--- src/rtl/seq_divider_if.sv ---
// seq_divider_if: handshake and operand/result bundle for seq_divider.
//   master : drives start, is_signed, dividend, divisor; observes results
//   slave  : the divider itself
//   start/is_signed/dividend/divisor : request, sampled when busy=0
//   quotient/remainder/div_by_zero   : registered results, held until next done
//   busy/done                        : busy while dividing, done is a 1-cycle pulse
interface seq_divider_if #(
  parameter int WIDTH = 32
);
  logic             start;
  logic             is_signed;
  logic [WIDTH-1:0] dividend;
  logic [WIDTH-1:0] divisor;
  logic [WIDTH-1:0] quotient;
  logic [WIDTH-1:0] remainder;
  logic             busy;
  logic             done;
  logic             div_by_zero;

  modport master (
    output start, is_signed, dividend, divisor,
    input  quotient, remainder, busy, done, div_by_zero
  );

  modport slave (
    input  start, is_signed, dividend, divisor,
    output quotient, remainder, busy, done, div_by_zero
  );
endinterface

--- src/rtl/seq_divider.sv ---
// seq_divider: multi-cycle radix-2 restoring divider, signed (DIV) or
// unsigned (DIVU), fixed latency WIDTH+2 cycles from accepted start to done.
//   clk  : rising-edge clock
//   rst  : asynchronous active-high reset
//   bus  : seq_divider_if slave (start/is_signed/dividend/divisor in,
//          quotient/remainder/busy/done/div_by_zero out)
//
// state  | meaning
// IDLE   | waiting for start; results held
// CALC   | one restoring step per cycle, WIDTH cycles
// FIX    | apply signs / divide-by-zero override, publish results
module seq_divider #(
  parameter int WIDTH = 32
) (
  input  logic           clk,
  input  logic           rst,
  seq_divider_if.slave   bus
);
  localparam int CNT_W = $clog2(WIDTH + 1);

  localparam logic [1:0] S_IDLE = 2'd0;
  localparam logic [1:0] S_CALC = 2'd1;
  localparam logic [1:0] S_FIX  = 2'd2;

  logic [1:0]       state;
  logic [CNT_W-1:0] cnt;
  logic [WIDTH:0]   prem;
  logic [WIDTH-1:0] dreg;
  logic [WIDTH-1:0] dsor;
  logic             q_neg;
  logic             r_neg;
  logic             zero;

  logic [WIDTH-1:0] quo_q;
  logic [WIDTH-1:0] rem_q;
  logic             dbz_q;
  logic             done_q;

  logic [WIDTH-1:0] dvd_mag;
  logic [WIDTH-1:0] dsr_mag;
  logic [WIDTH+1:0] shifted;
  logic [WIDTH+1:0] trial;

  // Magnitudes are taken as unsigned WIDTH-bit values so |MIN| = 2^(WIDTH-1)
  // fits without overflow.
  always_comb begin
    dvd_mag = bus.dividend;
    dsr_mag = bus.divisor;
    if (bus.is_signed && bus.dividend[WIDTH-1]) dvd_mag = -bus.dividend;
    if (bus.is_signed && bus.divisor[WIDTH-1])  dsr_mag = -bus.divisor;
  end

  // Partial remainder is always below the divisor, so the shifted value fits
  // in WIDTH+1 bits; the extra top bit of trial is the borrow/sign.
  always_comb begin
    shifted = {prem, dreg[WIDTH-1]};
    trial   = shifted - {2'b00, dsor};
  end

  always_ff @(posedge clk or posedge rst) begin
    if (rst) begin
      state  <= S_IDLE;
      cnt    <= '0;
      prem   <= '0;
      dreg   <= '0;
      dsor   <= '0;
      q_neg  <= 1'b0;
      r_neg  <= 1'b0;
      zero   <= 1'b0;
      quo_q  <= '0;
      rem_q  <= '0;
      dbz_q  <= 1'b0;
      done_q <= 1'b0;
    end else begin
      done_q <= 1'b0;
      case (state)
        S_IDLE: begin
          if (bus.start) begin
            dreg  <= dvd_mag;
            dsor  <= dsr_mag;
            q_neg <= bus.is_signed && (bus.dividend[WIDTH-1] ^ bus.divisor[WIDTH-1]);
            r_neg <= bus.is_signed && bus.dividend[WIDTH-1];
            zero  <= (bus.divisor == '0);
            prem  <= '0;
            cnt   <= CNT_W'(WIDTH);
            state <= S_CALC;
          end
        end
        S_CALC: begin
          if (!trial[WIDTH+1]) begin
            prem <= trial[WIDTH:0];
            dreg <= {dreg[WIDTH-2:0], 1'b1};
          end else begin
            prem <= shifted[WIDTH:0];
            dreg <= {dreg[WIDTH-2:0], 1'b0};
          end
          cnt <= cnt - 1'b1;
          if (cnt == CNT_W'(1)) state <= S_FIX;
        end
        S_FIX: begin
          if (zero) begin
            quo_q <= '0;
            rem_q <= '0;
          end else begin
            quo_q <= q_neg ? -dreg : dreg;
            rem_q <= r_neg ? -prem[WIDTH-1:0] : prem[WIDTH-1:0];
          end
          dbz_q  <= zero;
          done_q <= 1'b1;
          state  <= S_IDLE;
        end
        default: state <= S_IDLE;
      endcase
    end
  end

  assign bus.quotient    = quo_q;
  assign bus.remainder   = rem_q;
  assign bus.div_by_zero = dbz_q;
  assign bus.done        = done_q;
  assign bus.busy        = (state != S_IDLE);
endmodule

--- src/flat_wrapper.sv ---
// flat-port wrapper written by rule: the top's interface ports become plain ports
module seq_divider_flat 
#(
  parameter int WIDTH = 32
)
  (clk, rst, bus_start, bus_is_signed, bus_dividend, bus_divisor, bus_quotient, bus_remainder, bus_busy, bus_done, bus_div_by_zero);
  seq_divider_if #(.WIDTH(WIDTH)) bus_i ();
  input  logic clk;
  input  logic rst;
  input wire logic [$bits(bus_i.start)-1:0] bus_start;
  input wire logic [$bits(bus_i.is_signed)-1:0] bus_is_signed;
  input wire logic [$bits(bus_i.dividend)-1:0] bus_dividend;
  input wire logic [$bits(bus_i.divisor)-1:0] bus_divisor;
  output wire logic [$bits(bus_i.quotient)-1:0] bus_quotient;
  output wire logic [$bits(bus_i.remainder)-1:0] bus_remainder;
  output wire logic [$bits(bus_i.busy)-1:0] bus_busy;
  output wire logic [$bits(bus_i.done)-1:0] bus_done;
  output wire logic [$bits(bus_i.div_by_zero)-1:0] bus_div_by_zero;
  assign bus_i.start = bus_start;
  assign bus_i.is_signed = bus_is_signed;
  assign bus_i.dividend = bus_dividend;
  assign bus_i.divisor = bus_divisor;
  assign bus_quotient = bus_i.quotient;
  assign bus_remainder = bus_i.remainder;
  assign bus_busy = bus_i.busy;
  assign bus_done = bus_i.done;
  assign bus_div_by_zero = bus_i.div_by_zero;
  seq_divider #(.WIDTH(WIDTH)) u_core (.clk(clk), .rst(rst), .bus(bus_i));
endmodule
--- config.mk ---
export PLATFORM = sky130hd
export DESIGN_NAME = seq_divider_flat
export DESIGN_NICKNAME = d
export VERILOG_FILES = /design/src/rtl/seq_divider_if.sv /design/src/rtl/seq_divider.sv /design/src/flat_wrapper.sv
export SDC_FILE = /design/constraint.sdc
export NUM_CORES = 1
export LEC_CHECK = 0
export BUFFER_PORTS_ARGS = -buffer_cell sky130_fd_sc_hd__buf_2
export CAP_MARGIN = 20
export CORE_ASPECT_RATIO = 1.75
export CORE_MARGIN = 2
export CORE_UTILIZATION = 64
export DETAILED_ROUTE_END_ITERATION = 8
export GPL_TIMING_DRIVEN = 0
export PLACE_DENSITY = 0.88
export SYNTH_ARGS = -nofsm -noshare
export SYNTH_HDL_FRONTEND = slang
export SYNTH_SLANG_ARGS = --single-unit
export TNS_END_PERCENT = 5
--- constraint.sdc ---
create_clock -name clk -period 18.64 [get_ports clk]
set_input_delay 3.728 -clock clk [delete_from_list [all_inputs] [get_ports clk]]
set_output_delay 3.728 -clock clk [all_outputs]
set_load 0.02 [all_outputs]
======== After elaboration in Yosys (flattened, before gate mapping) ========
Cells that the tools add are included.
storage, ports and cells
  bits in registers ....................... 174
  bits in latches ......................... 0
  memory bits (writable) .................. 0
  memory bits (read-only) ................. 0
  input bits .............................. 68
  output and inout bits ................... 67
  logic and storage cells ................. 52
  memories ................................ 0
cells by class
  add/sub/neg operators ................... 6
  multiply operators ...................... 0
  div/mod/pow operators ................... 0
  $lt $le $gt $ge ......................... 0
  eq/ne operators ......................... 5
  shift operators ......................... 0
  muxes and demuxes ....................... 18
  bitwise operators ....................... 1
  reductions and logical operators ........ 10
operator list
  kind                                               count
  2-to-1 mux 32 bit                                  7
  negation 32 bit                                    4
  2-to-1 mux 33 bit                                  2
  case mux 33 bit (2 select lines)                   1
  case mux 32 bit (2 select lines)                   1
  subtractor 34 x 32 -> 34 bit                       1
  logical NOT 32 bit                                 1
  case mux 6 bit (2 select lines)                    1
  == test 6 x 1 -> 1 bit (second input constant)     1
  2-to-1 mux 6 bit                                   1
  AND reduction 2 bit                                3
  subtractor 6 x 1 -> 6 bit (second input constant)  1
  2-to-1 mux 2 bit                                   2
  case mux 2 bit (2 select lines)                    1
  nonzero test 2 bit                                 2
  logical AND 1 bit                                  3
  == test 2 x 1 -> 1 bit (second input constant)     1
  == test 2 bit (second input constant)              1
  logical NOT 2 bit                                  1
  2-to-1 mux 1 bit                                   2
  != test 2 x 1 -> 1 bit (second input constant)     1
  != test 2 bit (second input constant)              1
  bitwise XOR 1 bit                                  1

======== Logic depth before layout (Yosys ltp) ========
Gate-level depths: netlist of the first run.
  word-level depth ........................ 4
  gate-level depth with buffers ........... 12
  gate-level depth less buffers ........... 12

======== Worst setup path before layout of the first run ========
Ideal clock, no wire load.
  path type ............................... in2reg
  start ................................... input bus_dividend[12]
  end ..................................... register u_core.dreg[29]
  library setup time ...................... 0.129 ns
  arrival time ............................ 5.665 ns
  required time ........................... 18.511 ns
  path slack .............................. 12.846 ns
  cell stages on the path ................. 8
  buffers on the path ..................... 0
  cell sequence ........................... or4_1 > or3_1 > or3_1 > nor2_2 > nand2_1 > o41ai_2 > xor2_1 > o21ai_1
on the way
  cells in the longest elaborated chain, start to end .. 4
ends and longest elaborated chain
  item                              line                text
  from (decl)                       flat_wrapper.sv:12  input wire logic [$bits(bus_i.dividend)-1:0] bus_dividend;
  negation 32 bit                   seq_divider.sv:49   if (bus.is_signed && bus.dividend[WIDTH-1]) dvd_mag = -bus.dividend;
  2-to-1 mux 32 bit                 seq_divider.sv:49
  2-to-1 mux 32 bit                 seq_divider.sv:78   if (bus.start) begin
  case mux 32 bit (2 select lines)  seq_divider.sv:76   case (state)
  to (signal assigned)              seq_divider.sv:79   dreg <= dvd_mag;
  to (signal assigned)              seq_divider.sv:92   dreg <= {dreg[WIDTH-2:0], 1'b1};
  to (signal assigned)              seq_divider.sv:95   dreg <= {dreg[WIDTH-2:0], 1'b0};
  to (decl)                         seq_divider.sv:28   logic [WIDTH-1:0] dreg;
No other way between the ends. The select of a mux whose other input is x is not followed.
A chain may end at the register's enable or synchronous reset.

======== Worst setup path after layout of the first run ========
  start ................................... input bus_dividend[4]
  end ..................................... register u_core.dreg[30]
The elaborated chain is that of the path after synthesis.

==> results by group, run 1 <==
Logic synthesis
  • Cell Area, Synth: 11700 µm²
  • Synth warnings: 0
  • Synth Register Bits: 174
  • Cells after Synth: between 1000 and 1500
  • Average cell area after synthesis: approximately 8.3 µm²
  • Post-synth top cells: nand2_1, dfrtp_1, o21ai_0
  • Largest area contributor in the netlist: dfrtp_1
  • Dominant cells by area after synthesis: dfrtp_1, xor2_1, o21ai_0
  • Sequential-to-total area share from yosys stat: 37.3%
  • Ys flop type: dfrtp_1
  • Post-synth ARST share: 100%
  • Cell variety after synth: 70
  • Post-synth EDFFs: 0
  • Syn_nets: 1508
  • Most common cell in the synthesized netlist: nand2_1
  • Synth top area share: 37.3%

Critical path
  • Critical Path End Type: flip-flop
  • Setup Crit Path Kind: input pin to flip-flop
  • Register-to-Register Path Depth: 12
  • Worst R2R Setup Slack: ~15 ns
  • CP Data Required Time: about 19 ns
  • Worst-path fanout max: 5
  • Reg-to-Reg End: u_core.prem[32]
  • CP arrival: 6.08 ns
  • Type of element launching the critical path: input pin
  • R2R Path Start: u_core.dreg[31]

STA
  • Worst Tran Pin Value: 0.976 ns
  • Max Freq: approximately 170 MHz
  • Final Setup Violations: 0
  • Final period util: between 30% and 40%
  • RSZ-0062 raised after global routing: false
  • Setup Skew: 0.0156 ns
  • Post-route setup slack: 12.86 ns
  • Final Hold Vio Count: 0
  • Setup TNS: 0 ns
  • Pins over their slew limit: 0
  • Slew margin rel.: ~34%
  • Min Tclk post-route: about 5.8 ns

Global route
  • First-pass GRT wire length: ~57000 µm
  • Grt ovf: 0
  • GR peak layer: met2
  • Met1 Use GR: between 30 and 40%
  • Tot GR Track Use: 38.0%
  • Vias in the first global route: approximately 11000
  • Initial antenna violation count: 0
  • Met3 Usage GRT: approximately 5.7%
  • GR Util met2: a little over two thirds
  • Largest net degree at the start of global routing: 102

Floorplan
  • Io pins: between 100 and 150
  • Core area: around 18000 µm²
  • Initial core utilization: ~65%
  • Vert. Die Dim: approximately 180 µm
  • Chip Width: 106 µm
  • Core Rows: 65
  • Die ar.: around 19000 µm²

Pwr
  • Sw frac: between 40% and 50%
  • Peak VDD IR: 0.110 mV
  • Flop pwr share: 26.0%
  • Internal power: between 1 and 1.5 mW
  • Clock share of power: between 10 and 15%
  • PwrDens: slightly above 200 nW/µm²
  • Leak: ~6 nW
  • Tot Pwr: approximately 2.7 mW
  • Logic pwr share: approximately three fifths
  • Switching pwr: about 1.3 mW

Flow run
  • MaxCap Viol Count: 0

Clocking
  • # H-tree levels: 4
  • CTS Hold Bufs: 0
  • CTS Buffer Depth: 2
  • CTS buffer count: 17
  • Clock Latency Late Sink: between 0.4 and 0.5 ns
  • Clock-pin slew on the worst setup and hold paths: 0.07 ns
  • Clock sinks: between 150 and 200
  • Post_cts resized: 0
  • Root Buffer: clkbuf_16
  • # Post-CTS Setup Buffers: 0
  • TritonCTS clock tree: built

Route
  • Via-to-Cell Ratio: 6.38
  • DR WL/cell: ~20 µm
  • TritonRoute pass-1 iters: 6
  • Post-route ant nets: 0
  • Vias: between 10000 and 15000
  • 1st-iter DRT viols: roughly 1200
  • Residual DRC: 0
  • DRT Wirelength: roughly 36000 µm

Placed design
  • Input/output buffers: between 100 and 150
  • Routability cong.: between 1 and 1.5
  • HPWL after DPL: 27500 µm
  • Pre-CTS setup slack: 12.45 ns

Final layout
  • Layout cells sized above 1: 12.7%
  • Final nets: roughly 1700
  • N_diodes: 0
  • Area Growth Syn to Fin: 13.8%

Worst hold path
  • Beginning of the worst hold path: u_core.bus.quotient[25]
  • Sink of the worst hold path: u_core.bus.quotient[25]
  • Hold Path Class: flip-flop to flip-flop
  • Worst Hold Depth: 2

Status
  • Status: finished clean
==> state kept, by name, indices dropped and copies added (netlist names) <==
register and flops:
u_core.bus.div_by_zero 1, u_core.bus.quotient 32, u_core.r_neg 1, u_core.bus.remainder 32, u_core.zero 1, u_core.q_neg 1, u_core.dsor 32, u_core.cnt 6
u_core.state 2, u_core.dreg 32, u_core.prem 33, u_core.bus.done 1
==> logic make-up after synthesis <==
kind of cell | Yosys count | synth area share (%)
buf+inv | 143 | 4.75
xor+xnor | 143 | 10.7
mux | 2 | 0.172
compound gates | 438 | 23.8
flops | 174 | 37.3
simple gates | 462 | 19.0
fa+ha+maj | 39 | 4.25
==> metrics by stage <==
| step | instances | utilization [%] | hold WS (ns) | instance area, µm² |
|---|---|---|---|---|
| global route | 1802 | 73.9 | 0.495 | 13300 |
| detailed placement | 1770 | 70.5 | 0.463 | 12700 |
| finish | 1802 | 73.9 | 0.470 | 13300 |
| floorplan | 1401 | - | 0.446 | 11700 |
| CTS | 1802 | 73.9 | 0.478 | 13300 |
| global placement | 1769 | 70.3 | 0.456 | 12600 |
==> cells in the final DEF, fill, tap and decap left out, types with 4 or more instances in the layout <==
cell,instances
nand2_1,195
nor2_1,56
or2_2,8
a211oi_1,10
nand4_1,11
xor2_1,98
xnor2_1,45
or3_1,18
a21oi_1,91
clkbuf_16,17
a31oi_1,8
or4_1,13
buf_2,141
o21bai_1,4
a22oi_1,25
o21ai_0,165
o311ai_0,4
nor3_1,22
o41ai_1,16
a221oi_1,6
nand3_1,45
nand2b_1,11
o2111ai_1,4
and3_1,41
a221o_1,13
o21ai_1,9
nor4_1,14
o31ai_1,35
ha_1,38
clkbuf_1,72
dfrtp_1,174
nor2b_1,8
inv_1,60
o211ai_1,4
and2_1,9
a21o_1,10
==> power groups by stage <==
stage          Sequential, mW  Clock, mW  Combinational [mW]
2_1_floorplan           0.681          0                1.14
3_3_place_gp            0.688          0                1.51
3_5_place_dp            0.694          0                1.55
4_1_cts                 0.688      0.377                1.56
5_1_grt                 0.715      0.394                1.76
6_report                0.697      0.380                1.60
==> worst max-delay path, cell delays in order <==
cell	delay, ns
buf_2	0.13
nor4_1	0.49
and2_1	0.27
nand2_1	0.18
nor4_2	0.57
a21oi_1	0.23
a21oi_1	0.21
xor2_1	0.17
o21ai_0	0.11
==> how the worst max path moves through the flow <==
stage	startpoint	endpoint	depth (start not counted)
floorplan	rst	u_core.bus.div_by_zero	1
global placement	rst	u_core.bus.remainder[10]	2
detailed placement	bus_dividend[12]	u_core.dreg[27]	9
CTS	bus_dividend[12]	u_core.dreg[27]	9
global route	bus_divisor[11]	u_core.dsor[28]	9
finish	bus_dividend[4]	u_core.dreg[30]	9
==> layer usage <==
layer / part of all wire, % / wire length (µm) / up-vias
li1: - / - / 5352
met4: 7.5 / 2680 / 0
met3: 6.1 / 2200 / 186
met5: 0 / 0 / -
met2: 52 / 18800 / 588
met1: 34 / 12200 / 5374
==> layout make-up <==
type / instances / area (µm²)
repair buffers: 135 / 698
fillers: 1388 / 4690
well taps: 234 / 293
flip-flops and latches: 174 / 4350
clock inverters: 11 / 156
multi-input cells: 1084 / 6760
clock buffers: 21 / 460
plain buffers: 82 / 325
inverters: 61 / 236
Note: power is estimated with default switching activity, not from simulation.
==> run 2, diff against run 1 <==
- CORE_UTILIZATION: 64 -> 54
- PLACE_DENSITY: 0.88 -> 0.8
- clock period: 18.64 -> 4.98 ns (I/O delays scaled with it)
==> run 2 against run 1 <==
  * Via count fell by 0.99%
  * Register-to-register slack got worse by 14 ns
  * Hold slack improved by 0.0021 ns
  * Clock power rose to 3.9 times the previous value
  * Clock skew fell by 0.0044 ns
  * Sequential share of layout area fell by 0.25 points
  * Die area rose by 18%
  * Largest power group unchanged
  * Sequential cell count did not move
  * Combinational power rose to 3.7 times the previous value
  * Critical path depth rose by 3
==> results by group, run 2 (synthesis gave the netlist of run 1 again) <==
Clocking
  • CTS Buffer Depth: 2 (unchanged)
  • CTS buffer count: 17 (unchanged)
  • # Post-CTS Setup Buffers: 0 (unchanged)
  • Post_cts resized: 0 (unchanged)
  • Clock sinks: 174 (unchanged)
  • TritonCTS clock tree: built
  • Clock-pin slew on the worst setup and hold paths: 0.07 ns (about the same)
  • Root Buffer: clkbuf_16
  • CTS Hold Bufs: 0 (unchanged)
  • # H-tree levels: 4 (unchanged)
  • Clock Latency Late Sink: 0.46 ns (about the same)

Route
  • DR WL/cell: 19.9 µm (-0.16%)
  • DRT Wirelength: 36300 µm (+1.2%)
  • 1st-iter DRT viols: 963 (-19%)
  • Post-route ant nets: 0 (unchanged)
  • TritonRoute pass-1 iters: 6 (unchanged)
  • Via-to-Cell Ratio: 6.24 (-2.3%)
  • Vias: 11386 (-0.99%)
  • Residual DRC: 0 (unchanged)

Critical path
  • CP arrival: 4.31 ns (-1.77 ns)
  • Crit path max-delay family: compound AO/OA/AOI/OAI gates
  • Critical path, cell by cell: inv_1 > ha_1 > inv_1 > fa_1 > a211oi_1 > o21ai_1 > o311ai_1 > nand3_1 > a21o_1 > a311o_1 > a31oi_1 > o41ai_2
  • Worst-path fanout max: 4 (-1)
  • R2R Path Start: u_core.dreg[31]
  • CP Data Required Time: 5.29 ns (-13.65 ns)
  • Register-to-Register Path Depth: 12 (unchanged)
  • Crit path buf inv count: 2 (+1)
  • Critical Path End Type: flip-flop
  • Setup Crit Path Kind: flip-flop to flip-flop
  • Max stage delay on crit path: 0.80 ns (+0.23 ns)
  • Cell seen most often among critical-path stages: inv_1
  • Type of element launching the critical path: flip-flop
  • CP startpoint: u_core.dreg[31]
  • Crit path depth: 12 (+3)
  • Slowest cell on crit path: o311ai_1

Final layout
  • Most frequent cells in the layout: nand2_1, dfrtp_1, o21ai_0
  • Layout cells sized above 1: 12.9% (+0.17 points)
  • Largest Register: u_core.prem
  • Reg area: 4350 µm² (unchanged)
  • N_diodes: 0 (unchanged)
  • Commonest non-fill, non-tap cell in the layout: nand2_1
  • Area Growth Syn to Fin: 14.7%
  • Max reg flops: 33 (unchanged)
  • Footprint of the multi-input gates: 6760 µm² (unchanged)
  • Fillers: 1868 (+35%)
  • Final nets: 1665 (+0.18%)

Placed design
  • Pre-CTS setup slack: 1.19 ns (-11.26 ns)
  • HPWL after DPL: 28700 µm (+4.2%)
  • Routability cong.: 0.972 (-3.4%)
  • Input/output buffers: 134 (unchanged)

Pwr
  • Peak VDD IR: 0.342 mV (+210%)
  • Logic pwr share: 59.4% (-0.4 points)
  • Flop pwr share: 25.9% (about the same)
  • PwrDens: 753 nW/µm² (+270%)
  • Leak: 6.03 nW (+0.52%)
  • Sw frac: 48.8% (-0.46 points)
  • Switching pwr: 4.91 mW (+270%)
  • Clock share of power: 14.7% (+0.5 points)
  • Internal power: 5.16 mW (+280%)

STA
  • Final Hold Vio Count: 0 (unchanged)
  • Setup TNS: 0 ns (unchanged)
  • Max Freq: around 250 MHz
  • Worst Tran Pin Value: 1.06 ns (+0.0800 ns)
  • Final period util: between 80% and 90%
  • Slew margin rel.: 29.0% (-5.4 points)
  • Min Tclk post-route: roughly 4 ns
  • Final Setup Violations: 0 (unchanged)
  • RSZ-0062 raised after global routing: false
  • Setup Skew: 0.0112 ns (-0.00441 ns)
  • Pins over their slew limit: 0 (unchanged)
  • Post-route setup slack: 0.977 ns (-11.88 ns)

Global route
  • Vias in the first global route: 11243 (-1.8%)
  • Grt ovf: 0 (unchanged)
  • Largest net degree at the start of global routing: 43 (-58%)
  • First-pass GRT wire length: 56300 µm (-1.3%)
  • Tot GR Track Use: 32.2% (-5.8 points)
  • Initial antenna violation count: 0 (unchanged)

Worst hold path
  • Worst Hold Depth: 2 (unchanged)
  • Hold Path Class: flip-flop to flip-flop
  • Beginning of the worst hold path: u_core.bus.quotient[26]

Floorplan
  • Vert. Die Dim: 198 µm (+8.7%)
  • Chip Width: 115 µm (+8.5%)
  • Die ar.: 22800 µm² (+18%)
  • Initial core utilization: 54.7% (-10 points)
  • Core area: 21300 µm² (+19%)
  • Io pins: 135 (unchanged)
  • Core Rows: 71 (+9.2%)

Flow run
  • MaxCap Viol Count: 0 (unchanged)

Status
  • Status: finished clean
[run 2: area by class of cell]
| type | count | area share (%) |
|---|---|---|
| plain buffers | 82 | 2.43 |
| multi-input cells | 1084 | 50.5 |
| clock buffers | 19 | 3.24 |
| flip-flops and latches | 174 | 32.5 |
| well taps | 255 | 2.38 |
| inverters | 61 | 1.74 |
| repair buffers | 138 | 5.61 |
| clock inverters | 13 | 1.57 |
[run 2: metal layers]
| metal | track usage (%) | share of wire [%] | vias up |
|---|---|---|---|
| li1 | - | - | 5360 |
| met1 | 31.2 | 34 | 5336 |
| met2 | 57.3 | 52 | 501 |
| met3 | 5.03 | 5.2 | 189 |
| met4 | 28.6 | 9.4 | 0 |
| met5 | 0 | 0 | - |
[run 2: worst paths after layout]
kind / end / slack (ns)
max in group asynchronous: u_core.prem[5] / 3.33
worst max register to register: u_core.prem[32] / 0.98
min in group asynchronous: u_core.bus.quotient[0] / 0.72
worst max-delay path: u_core.prem[32] / 0.98
worst min-delay path: u_core.bus.quotient[26] / 0.47
worst min register to register: u_core.bus.quotient[26] / 0.47
[run 2: stage by stage]
stage	utilization, %	instances	power (mW)	hold WS, ns	cell area [µm²]
6_report	62.8	1826	10.1	0.472	13400
5_1_grt	62.8	1826	10.8	0.497	13400
4_1_cts	62.8	1826	9.96	0.474	13400
3_5_place_dp	59.7	1794	8.45	0.458	12700
3_3_place_gp	59.4	1790	8.29	0.455	12700
2_1_floorplan	-	1401	6.83	0.446	11700
[run 2: tightest hold or removal path: cells and delay by family (launching register included)]
kind               cells  cell delay, ns
DFF                    1            0.34
AOI/OAI and AO/OA      1            0.06
and+or+nand+nor        1            0.04
[run 2: power groups by stage]
| stage | sequential (mW) | combinational (mW) | clock (mW) |
|---|---|---|---|
| CTS | 2.58 | 5.89 | 1.48 |
| floorplan | 2.55 | 4.28 | 0 |
| global placement | 2.58 | 5.71 | 0 |
| detailed placement | 2.60 | 5.85 | 0 |
| finish | 2.61 | 5.98 | 1.48 |
| global route | 2.68 | 6.57 | 1.55 |
